**config.mk**
```make
export PLATFORM = sky130hd
export DESIGN_NAME = writeback_hilo_flat
export DESIGN_NICKNAME = d
export VERILOG_FILES = /design/src/rtl/writeback_hilo_if.sv /design/src/rtl/writeback_hilo.sv /design/src/flat_wrapper.sv
export SDC_FILE = /design/constraint.sdc
export NUM_CORES = 1
export LEC_CHECK = 0
export CORE_UTILIZATION = 46
export DETAILED_ROUTE_END_ITERATION = 8
export PLACE_DENSITY = 0.85
export SLEW_MARGIN = 20
export SYNTH_ARGS = -nofsm -noshare
export SYNTH_HDL_FRONTEND = slang
export SYNTH_SLANG_ARGS = --single-unit
```
**constraint.sdc**
```tcl
create_clock -name clk -period 1.9 [get_ports clk]
set_input_delay 0.38 -clock clk [delete_from_list [all_inputs] [get_ports clk]]
set_output_delay 0.38 -clock clk [all_outputs]
set_load 0.03 [all_outputs]
```
**src/rtl/writeback_hilo_if.sv**
```systemverilog
// writeback_hilo_if
// Bundles the memory-stage inputs and writeback-stage outputs of the
// writeback_hilo stage.
//   slave  : the writeback stage (consumes *M, produces *W)
//   master : whoever drives the M stage and observes W (pipeline / bench)
// Handshake: there is no ready path. validM qualifies the M-stage fields
// and is captured whenever W is not stalled. validW qualifies the W-stage
// fields. stallW/flushW are plain ports on the stage itself.
interface writeback_hilo_if #(
  parameter int DW    = 32,
  parameter int AW    = 5,
  parameter int CNT_W = 32
) ();
  // M-stage control
  logic          validM;
  logic          RegWriteM;
  logic          LinkM;
  logic          HiLoWriteM;
  logic [2:0]    ResultSrcM;
  logic [2:0]    LoadTypeM;
  logic [1:0]    AddrLowM;
  logic [AW-1:0] WriteRegM;
  // M-stage data
  logic [DW-1:0] ALUOutM;
  logic [DW-1:0] ReadDataM;
  logic [DW-1:0] PCPlus8M;
  logic [DW-1:0] MultHiM;
  logic [DW-1:0] MultLoM;
  // W-stage outputs
  logic             validW;
  logic             RegWriteW;
  logic [AW-1:0]    WriteRegW;
  logic [DW-1:0]    ResultW;
  logic [DW-1:0]    HiW;
  logic [DW-1:0]    LoW;
  logic [CNT_W-1:0] RetiredW;

  modport slave (
    input  validM, RegWriteM, LinkM, HiLoWriteM, ResultSrcM, LoadTypeM,
           AddrLowM, WriteRegM, ALUOutM, ReadDataM, PCPlus8M, MultHiM, MultLoM,
    output validW, RegWriteW, WriteRegW, ResultW, HiW, LoW, RetiredW
  );

  modport master (
    output validM, RegWriteM, LinkM, HiLoWriteM, ResultSrcM, LoadTypeM,
           AddrLowM, WriteRegM, ALUOutM, ReadDataM, PCPlus8M, MultHiM, MultLoM,
    input  validW, RegWriteW, WriteRegW, ResultW, HiW, LoW, RetiredW
  );
endinterface

```
**src/rtl/writeback_hilo.sv**
```systemverilog
// writeback_hilo
// Writeback stage: M->W pipeline register with stall/flush, sub-word load
// extraction, architectural HI/LO registers, result select and a retired
// instruction counter.
// Ports:
//   clk    : clock, rising edge
//   rst    : asynchronous active-low reset
//   stallW : hold W and block commit
//   flushW : load a bubble into W (wins over stallW)
//   bus    : writeback_hilo_if.slave carrying M inputs and W outputs
// No FSM: the only state is the W register, HI/LO and the counter.
module writeback_hilo #(
  parameter int DW       = 32,
  parameter int AW       = 5,
  parameter int LINK_REG = 31,
  parameter int CNT_W    = 32
) (
  input  logic             clk,
  input  logic             rst,
  input  logic             stallW,
  input  logic             flushW,
  writeback_hilo_if.slave  bus
);

  localparam logic [AW-1:0] LP_LINK = AW'(LINK_REG);

  typedef struct packed {
    logic          valid;
    logic          regwrite;
    logic          link;
    logic          hilowrite;
    logic [2:0]    resultsrc;
    logic [2:0]    loadtype;
    logic [1:0]    addrlow;
    logic [AW-1:0] writereg;
    logic [DW-1:0] aluout;
    logic [DW-1:0] readdata;
    logic [DW-1:0] pcplus8;
    logic [DW-1:0] multhi;
    logic [DW-1:0] multlo;
  } w_reg_t;

  w_reg_t           r_w;
  w_reg_t           w_m;
  logic [DW-1:0]    r_hi;
  logic [DW-1:0]    r_lo;
  logic [CNT_W-1:0] r_retired;

  logic             w_commit;
  logic [AW-1:0]    w_writereg;
  logic [31:0]      w_word;
  logic [7:0]       w_byte;
  logic [15:0]      w_half;
  logic [DW-1:0]    w_load;
  logic [DW-1:0]    w_result;

  always_comb begin
    w_m.valid     = bus.validM;
    w_m.regwrite  = bus.RegWriteM;
    w_m.link      = bus.LinkM;
    w_m.hilowrite = bus.HiLoWriteM;
    w_m.resultsrc = bus.ResultSrcM;
    w_m.loadtype  = bus.LoadTypeM;
    w_m.addrlow   = bus.AddrLowM;
    w_m.writereg  = bus.WriteRegM;
    w_m.aluout    = bus.ALUOutM;
    w_m.readdata  = bus.ReadDataM;
    w_m.pcplus8   = bus.PCPlus8M;
    w_m.multhi    = bus.MultHiM;
    w_m.multlo    = bus.MultLoM;
  end

  // A bubble is the same as the reset image: all control cleared, so a
  // flushed slot can never write the register file or HI/LO.
  always_ff @(posedge clk or negedge rst) begin
    if (!rst) begin
      r_w <= '0;
    end else if (flushW) begin
      r_w <= '0;
    end else if (!stallW) begin
      r_w <= w_m;
    end
  end

  // Commit looks at the resident instruction only; a stalled instruction
  // commits on the edge its stall drops, so HI/LO are written once.
  assign w_commit = r_w.valid & ~stallW;

  always_ff @(posedge clk or negedge rst) begin
    if (!rst) begin
      r_hi      <= '0;
      r_lo      <= '0;
      r_retired <= '0;
    end else if (w_commit) begin
      r_retired <= r_retired + 1'b1;
      if (r_w.hilowrite) begin
        r_hi <= r_w.multhi;
        r_lo <= r_w.multlo;
      end
    end
  end

  // Lane selection works on the low 32 bits; AddrLow only reaches that far.
  always_comb begin
    w_word = 32'(r_w.readdata);
    case (r_w.addrlow)
      2'd0:    w_byte = w_word[7:0];
      2'd1:    w_byte = w_word[15:8];
      2'd2:    w_byte = w_word[23:16];
      default: w_byte = w_word[31:24];
    endcase
    // AddrLow[0] is deliberately ignored for halfwords (no misalign fault).
    w_half = r_w.addrlow[1] ? w_word[31:16] : w_word[15:0];
    case (r_w.loadtype)
      3'd1:    w_load = {{(DW-8){w_byte[7]}}, w_byte};
      3'd2:    w_load = {{(DW-8){1'b0}}, w_byte};
      3'd3:    w_load = {{(DW-16){w_half[15]}}, w_half};
      3'd4:    w_load = {{(DW-16){1'b0}}, w_half};
      default: w_load = r_w.readdata;
    endcase
  end

  always_comb begin
    case (r_w.resultsrc)
      3'd1:    w_result = w_load;
      3'd2:    w_result = r_w.pcplus8;
      3'd3:    w_result = r_hi;
      3'd4:    w_result = r_lo;
      default: w_result = r_w.aluout;
    endcase
  end

  assign w_writereg = r_w.link ? LP_LINK : r_w.writereg;

  assign bus.validW    = r_w.valid;
  // Held high through a stall; re-writing the same value is harmless.
  assign bus.RegWriteW = r_w.valid & r_w.regwrite & (w_writereg != '0);
  assign bus.WriteRegW = w_writereg;
  assign bus.ResultW   = w_result;
  assign bus.HiW       = r_hi;
  assign bus.LoW       = r_lo;
  assign bus.RetiredW  = r_retired;

endmodule

```
**src/flat_wrapper.sv**
```systemverilog
// flat-port wrapper written by rule: the top's interface ports become plain ports
module writeback_hilo_flat 
#(
  parameter int DW       = 32,
  parameter int AW       = 5,
  parameter int LINK_REG = 31,
  parameter int CNT_W    = 32
)
  (clk, rst, stallW, flushW, bus_validM, bus_RegWriteM, bus_LinkM, bus_HiLoWriteM, bus_ResultSrcM, bus_LoadTypeM, bus_AddrLowM, bus_WriteRegM, bus_ALUOutM, bus_ReadDataM, bus_PCPlus8M, bus_MultHiM, bus_MultLoM, bus_validW, bus_RegWriteW, bus_WriteRegW, bus_ResultW, bus_HiW, bus_LoW, bus_RetiredW);
  writeback_hilo_if #(.DW(DW), .AW(AW), .CNT_W(CNT_W)) bus_i ();
  input  logic clk;
  input  logic rst;
  input  logic stallW;
  input  logic flushW;
  input wire logic [$bits(bus_i.validM)-1:0] bus_validM;
  input wire logic [$bits(bus_i.RegWriteM)-1:0] bus_RegWriteM;
  input wire logic [$bits(bus_i.LinkM)-1:0] bus_LinkM;
  input wire logic [$bits(bus_i.HiLoWriteM)-1:0] bus_HiLoWriteM;
  input wire logic [$bits(bus_i.ResultSrcM)-1:0] bus_ResultSrcM;
  input wire logic [$bits(bus_i.LoadTypeM)-1:0] bus_LoadTypeM;
  input wire logic [$bits(bus_i.AddrLowM)-1:0] bus_AddrLowM;
  input wire logic [$bits(bus_i.WriteRegM)-1:0] bus_WriteRegM;
  input wire logic [$bits(bus_i.ALUOutM)-1:0] bus_ALUOutM;
  input wire logic [$bits(bus_i.ReadDataM)-1:0] bus_ReadDataM;
  input wire logic [$bits(bus_i.PCPlus8M)-1:0] bus_PCPlus8M;
  input wire logic [$bits(bus_i.MultHiM)-1:0] bus_MultHiM;
  input wire logic [$bits(bus_i.MultLoM)-1:0] bus_MultLoM;
  output wire logic [$bits(bus_i.validW)-1:0] bus_validW;
  output wire logic [$bits(bus_i.RegWriteW)-1:0] bus_RegWriteW;
  output wire logic [$bits(bus_i.WriteRegW)-1:0] bus_WriteRegW;
  output wire logic [$bits(bus_i.ResultW)-1:0] bus_ResultW;
  output wire logic [$bits(bus_i.HiW)-1:0] bus_HiW;
  output wire logic [$bits(bus_i.LoW)-1:0] bus_LoW;
  output wire logic [$bits(bus_i.RetiredW)-1:0] bus_RetiredW;
  assign bus_i.validM = bus_validM;
  assign bus_i.RegWriteM = bus_RegWriteM;
  assign bus_i.LinkM = bus_LinkM;
  assign bus_i.HiLoWriteM = bus_HiLoWriteM;
  assign bus_i.ResultSrcM = bus_ResultSrcM;
  assign bus_i.LoadTypeM = bus_LoadTypeM;
  assign bus_i.AddrLowM = bus_AddrLowM;
  assign bus_i.WriteRegM = bus_WriteRegM;
  assign bus_i.ALUOutM = bus_ALUOutM;
  assign bus_i.ReadDataM = bus_ReadDataM;
  assign bus_i.PCPlus8M = bus_PCPlus8M;
  assign bus_i.MultHiM = bus_MultHiM;
  assign bus_i.MultLoM = bus_MultLoM;
  assign bus_validW = bus_i.validW;
  assign bus_RegWriteW = bus_i.RegWriteW;
  assign bus_WriteRegW = bus_i.WriteRegW;
  assign bus_ResultW = bus_i.ResultW;
  assign bus_HiW = bus_i.HiW;
  assign bus_LoW = bus_i.LoW;
  assign bus_RetiredW = bus_i.RetiredW;
  writeback_hilo #(.DW(DW), .AW(AW), .LINK_REG(LINK_REG), .CNT_W(CNT_W)) u_core (.clk(clk), .rst(rst), .stallW(stallW), .flushW(flushW), .bus(bus_i));
endmodule
```
=== Word-level counts from Yosys, hierarchy flattened ===
Cells that the tools add are included.

* Add/sub/neg operators: 1
* Equal/unequal tests: 11
* Muxes and demuxes: 7
* Bitwise logic cells: 4
* Reduce and logical (&&, ||, !) cells: 3

{| class="wikitable"
|+ Operators by type and width
! operator !! number
|-
| 177-bit two-way mux || 2
|-
| 32-bit one-hot mux with 4 select lines || 2
|-
| 32-bit by 1-bit adder with 32-bit output (second input constant) || 1
|-
| 8-bit one-hot mux with 3 select lines || 1
|-
| 16-bit two-way mux || 1
|-
| 3-bit by 2-bit equality test with 1-bit output (second input constant) || 4
|-
| 3-bit by 1-bit equality test with 1-bit output (second input constant) || 2
|-
| 3-bit equality test (second input constant) || 2
|-
| 5-bit two-way mux || 1
|-
| 5-bit nonzero test || 1
|-
| 1-bit bitwise AND || 3
|-
| 2-bit by 1-bit equality test with 1-bit output (second input constant) || 1
|-
| 2-bit equality test (second input constant) || 1
|-
| 2-bit logical NOT || 1
|-
| 2-bit by 1-bit inequality test with 1-bit output (second input constant) || 1
|-
| 2-bit AND reduction || 1
|-
| 1-bit inverter || 1
|}

* Bits in registers: 273
* Logic and storage cells: 42

=== Logic depth before layout (Yosys ltp) ===
* Depth after elaboration: 4
* Gate-level depth with buffers: 7
* Depth with buffers taken out: 5

=== Least setup slack after synthesis ===
No wires, ideal clock.

* Kind: flip-flop to output port
* From: reg u_core.r_w[171] (netlist name)
* To: out bus_ResultW[5]
* Data arrival time: 1.850 ns
* Data required time: 1.520 ns
* Slack: -0.330 ns
* Cell stages (with the launch flop): 6
* Buffers on the path: 2
* Cells stage by stage: dfrtp_1 buf_2 nor3b_1 clkbuf_1 o2111ai_1 o221ai_1

* Word-level cells in the longest chain between the ends: 2
* Elaborated cells between the ends (all ways): 5
* Classes of those cells: 4 x eq/ne; 1 x mux

{| class="wikitable"
|+ Ends and longest elaborated chain
! item !! line !! RTL
|-
| from (decl) || writeback_hilo.sv:43 || <nowiki>w_reg_t r_w;</nowiki>
|-
| from (signal assigned) || writeback_hilo.sv:81 || <nowiki>r_w <= w_m;</nowiki>
|-
| 3-bit equality test, or another cell as far along || writeback_hilo.sv:124 || <nowiki>case (r_w.resultsrc)</nowiki>
|-
| 32-bit one-hot mux with 4 select lines (*) || writeback_hilo.sv:124 ||
|-
| to (decl) || flat_wrapper.sv:31 || <nowiki>output wire logic [$bits(bus_i.ResultW)-1:0] bus_ResultW;</nowiki>
|}

Every way passes the cells marked *; elsewhere a longest branch is shown, timed or not.

=== Final worst setup path ===
* From: reg u_core.r_w[165] (netlist name)
* To: out bus_ResultW[10]

* Word-level cells in the longest chain between the ends: 4
* Elaborated cells between the ends (all ways): 6
* Classes of those cells: 2 x eq/ne; 3 x mux; 1 x reduce/logical

{| class="wikitable"
|+ Ends and longest elaborated chain
! item !! line !! RTL
|-
| 2-bit equality test, or another cell as far along || writeback_hilo.sv:106 || <nowiki>case (r_w.addrlow)</nowiki>
|-
| 8-bit one-hot mux with 3 select lines (*) || writeback_hilo.sv:106 ||
|-
| 32-bit one-hot mux with 4 select lines (*) || writeback_hilo.sv:114 || <nowiki>case (r_w.loadtype)</nowiki>
|-
| 32-bit one-hot mux with 4 select lines (*) || writeback_hilo.sv:124 ||
|}

Marks and branches as above.

==> run_results.csv <==
group,metric,value,unit
pwr,vdd_drop_max,611,µV
critical_path,crit_type,"reg -> out",
pwr,power.internal,11.5,mW
route,wl_per_cell,22.0,µm
timing,whs,172,ps
critical_path,endpoint_kind,"output port",
synthesis,synth_simple_gate_area_share,12.5,%
critical_path,critPathTopFamily,"compound AO/OA/AOI/OAI gates",
floorplan,initial_core_util,46.8,%
timing,worst_slack,-898,ps
critical_path,timing.critical_path.required,1520,ps
global_routing,antenna_violations_before_repair,8,
place,io_buffer_count,315,
synthesis,yosys.cell_count.top_type,"sky130_fd_sc_hd__dfrtp_1",
synthesis,synthAdderAreaFrac,0.0932,%
timing,finalSetupViolations,33,
pwr,pwr_density_cell,848,nW/µm²
timing,unrepaired_setup_endpoints_after_global_routing,"true",
clock_tree,clockBufferDepth,3,
global_routing,global_route_usage_over_all_layers,29.1,%
clock_tree,cts_made_buffers,31,
job,max_cap_viol_count,0,
run_status,failed_checks,"setup timing",
pwr,share_clk_of_total_power,37.3,%
synthesis,area_of_the_mapped_netlist,13400,µm²
synthesis,post-synth-top-area-cell,"sky130_fd_sc_hd__dfrtp_1",
worst_hold_path,min-delay-path-class,"in -> reg",
final_layout,final_layout_size_suffix_gt1_share,19.2,%
pwr,p_leak,9.23,nW
synthesis,yosys-top-cells-count,"273 x sky130_fd_sc_hd__dfrtp_1, 206 x sky130_fd_sc_hd__nor2_1, 195 x sky130_fd_sc_hd__mux2i_1",
critical_path,crit_path_max_fanout,8,
pwr,swShare,29.3,%
timing,tightest_slew,563,ps
timing,min_period,2800,ps
clock_tree,cts_tree,"built",
floorplan,die_w,173,µm
place,dp_hpwl,31700,µm
critical_path,worst_ep_arrival_time,2420,ps
synthesis,synth_xor_xnor_area_share,2.15,%
floorplan,core_area,28700,µm²
floorplan,pin_count,316,
synthesis,synth.yosys.warnings,0,
synthesis,synth_top_family_by_area,"multiplexers",
pwr,power.total,16.2,mW
final_layout,area_delta_synth_final,42.3,%
synthesis,compound_cell_area_share_of_the_yosys_netlist,10.1,%
global_routing,grt.overflow.total,0,
timing,max_freq,0.357,GHz
critical_path,crit_chain,"mux4_2 -> o311a_4 -> o221ai_2 -> o211ai_1 -> buf_4",
run_status,outcome,"finished, violations left",
critical_path,critical-path-slowest-cell,"sky130_fd_sc_hd__mux4_2",
synthesis,syn-mean-instance-area,11.1,µm²
timing,worst_slew_margin_rel,62.1,%
route,drt-initial-drc-count,874,
global_routing,wire_length_of_the_first_global_routing_pass,68000,µm
synthesis,async_reset_ff_share,100,%
floorplan,floorplan.die_area,29900,µm²
global_routing,maximum_number_of_pins_on_one_net_before_global_route_repair,73,
clock_tree,worstSkewPairLatency,560,ps
clock_tree,cts.sinks,273,
synthesis,synth_cells,1211,
critical_path,timing.critical_path.slowest_cell_delay,570,ps
synthesis,synth.ff_latch_count,273,
route,drcViolationCount,0,
final_layout,finalNetCount,1773,
place,pre_cts_slack,-389,ps
synthesis,synth_top_area_share,50.9,%
timing,fin_skew,19.6,ps
critical_path,setup.worst_path.start_class,"flip-flop",
pwr,total_switching_power,4.74,mW
synthesis,sequential_element_share_of_the_synthesized_area,50.9,%
synthesis,synth_top_cells_by_area,"sky130_fd_sc_hd__dfrtp_1 51%, sky130_fd_sc_hd__mux2i_1 15%, sky130_fd_sc_hd__nor2_1 5.8%",
timing,finalMaxSlewViolations,0,
route,route.detailed.vias_per_inst,5.70,
synthesis,ys_dominant_reg_cell,"sky130_fd_sc_hd__dfrtp_1",
clock_tree,cts_clock_pin_slew_for_the_worst_setup_and_hold_paths,60,ps
critical_path,path_buf_inv,1,
synthesis,post_synth_mux_area_share,21.1,%
global_routing,number_of_global_route_vias_before_repair,11800,
synthesis,synth_enable_flop_cells,0,
clock_tree,clock-root-buffer,"sky130_fd_sc_hd__clkbuf_16",
floorplan,rows,62,
place,routabilityCongestion,0.955,
timing,final-hold-violation-count,0,
clock_tree,ctsHtreeMaxLevel,1,
route,drt_pass_1_iters,5,
route,antenna_left,0,
floorplan,fp.dieH,173,µm
pwr,p_seq_share,40.5,%
route,detail_route.wirelength,44000,µm
route,routed-via-count,11400,
synthesis,ys_types,63,
timing,finalCritPeriodShare,147,%
synthesis,number_of_nets_produced_by_synthesis,1393,
pwr,power.combinational.fraction,22.2,%
==> path summary, 6_finish.rpt <==
path | startpoint | endpoint | slack [ps] | cells after the start
setup / recovery | u_core.r_w[165] | bus_ResultW[10] | -900 | 5
hold / removal | flushW | u_core.bus.validW | 170 | 2
setup reg to reg | u_core.bus.RetiredW[2] | u_core.bus.RetiredW[31] | 170 | 4
hold reg to reg | u_core.bus.RetiredW[31] | u_core.bus.RetiredW[31] | 480 | 1
max in group asynchronous | rst | u_core.r_w[2] | 840 | 3
min in group asynchronous | rst | u_core.bus.RetiredW[20] | 320 | 2
==> timing repair <==
action,CTS,global route
resized for setup,182,16
setup endpoints to repair,135,37
pin swaps,22,14
setup buffers,11,3
cloned,1,0
endpoints found under the hold margin,32,0
hold buffers,1,0
==> through the flow <==
stage	setup TNS, ps	instances	cell area (µm²)	util (%)
after detailed placement	-8380	1938	17900	62.4
after CTS	-27100	1997	19100	66.4
after global placement	-7050	1938	17900	62.4
final	-26120	2003	19100	66.6
after global routing	-28380	2003	19100	66.6
after floorplan	-4510	1211	13500	-
==> sequential cells by signal, indices dropped and copies added, names as in the netlist <==
register / count
u_core.w_word: 32
u_core.r_w: 144
u_core.bus.RetiredW: 32
u_core.bus.LoW: 32
u_core.bus.HiW: 32
u_core.bus.validW: 1
==> placed cells by master (no fill, tap or decap), types with 7 or more instances in the layout <==
master / instances
sky130_fd_sc_hd__clkdlybuf4s50_1: 177
sky130_fd_sc_hd__mux2_2: 26
sky130_fd_sc_hd__a22o_1: 7
sky130_fd_sc_hd__o21ai_0: 23
sky130_fd_sc_hd__nand4_1: 16
sky130_fd_sc_hd__nand3_1: 32
sky130_fd_sc_hd__buf_12: 29
sky130_fd_sc_hd__o22a_1: 32
sky130_fd_sc_hd__diode_2: 7
sky130_fd_sc_hd__nand2_1: 26
sky130_fd_sc_hd__o211ai_1: 15
sky130_fd_sc_hd__nor2b_1: 23
sky130_fd_sc_hd__nor2_1: 205
sky130_fd_sc_hd__mux2_1: 39
sky130_fd_sc_hd__a32oi_1: 7
sky130_fd_sc_hd__buf_6: 21
sky130_fd_sc_hd__dlygate4sd2_1: 96
sky130_fd_sc_hd__mux2i_1: 195
sky130_fd_sc_hd__dfrtp_1: 269
sky130_fd_sc_hd__o221ai_2: 10
sky130_fd_sc_hd__a21oi_1: 32
sky130_fd_sc_hd__a211oi_1: 13
sky130_fd_sc_hd__clkbuf_16: 31
sky130_fd_sc_hd__xnor2_1: 27
sky130_fd_sc_hd__buf_4: 112
sky130_fd_sc_hd__nand3b_1: 14
==> per-layer routing <==
layer  vias to the layer above  routed length, µm  GRT usage, %
li1                       5125                  -             -
met5                         -                 10             0
met1                      5700              18300          38.4
met4                         2               2110          14.6
met2                       454              20600          45.8
met3                       128               2900          5.56
==> cell families after synthesis <==
| logic type | Yosys count |
|---|---|
| AO/OA/AOI/OAI | 183 |
| XOR/XNOR | 33 |
| adder cells (fa/ha/maj) | 1 |
| buffers and inverters | 97 |
| flip-flops | 273 |
| multiplexers | 267 |
| AND/OR/NAND/NOR | 357 |
==> power by group through the flow <==
stage / clock, mW / sequential, mW / combinational [mW]
2_1_floorplan: 0 / 6.90 / 1.44
3_3_place_gp: 0 / 6.63 / 3.53
3_5_place_dp: 0 / 6.65 / 3.60
4_1_cts: 6.12 / 6.55 / 3.58
5_1_grt: 6.32 / 6.60 / 3.79
6_report: 6.05 / 6.56 / 3.60
==> area by class of cell <==
class / count / area, µm²
Clock buffer: 41 / 873
Antenna cell: 7 / 17.5
Tap cell: 384 / 480
Fill cell: 2157 / 9590
Sequential cell: 273 / 6840
Timing Repair Buffer: 440 / 4330
Multi-Input combinational cell: 841 / 6410
Clock inverter: 13 / 153
Inverter: 4 / 15.0
Power figures use the tool's default switching activity.
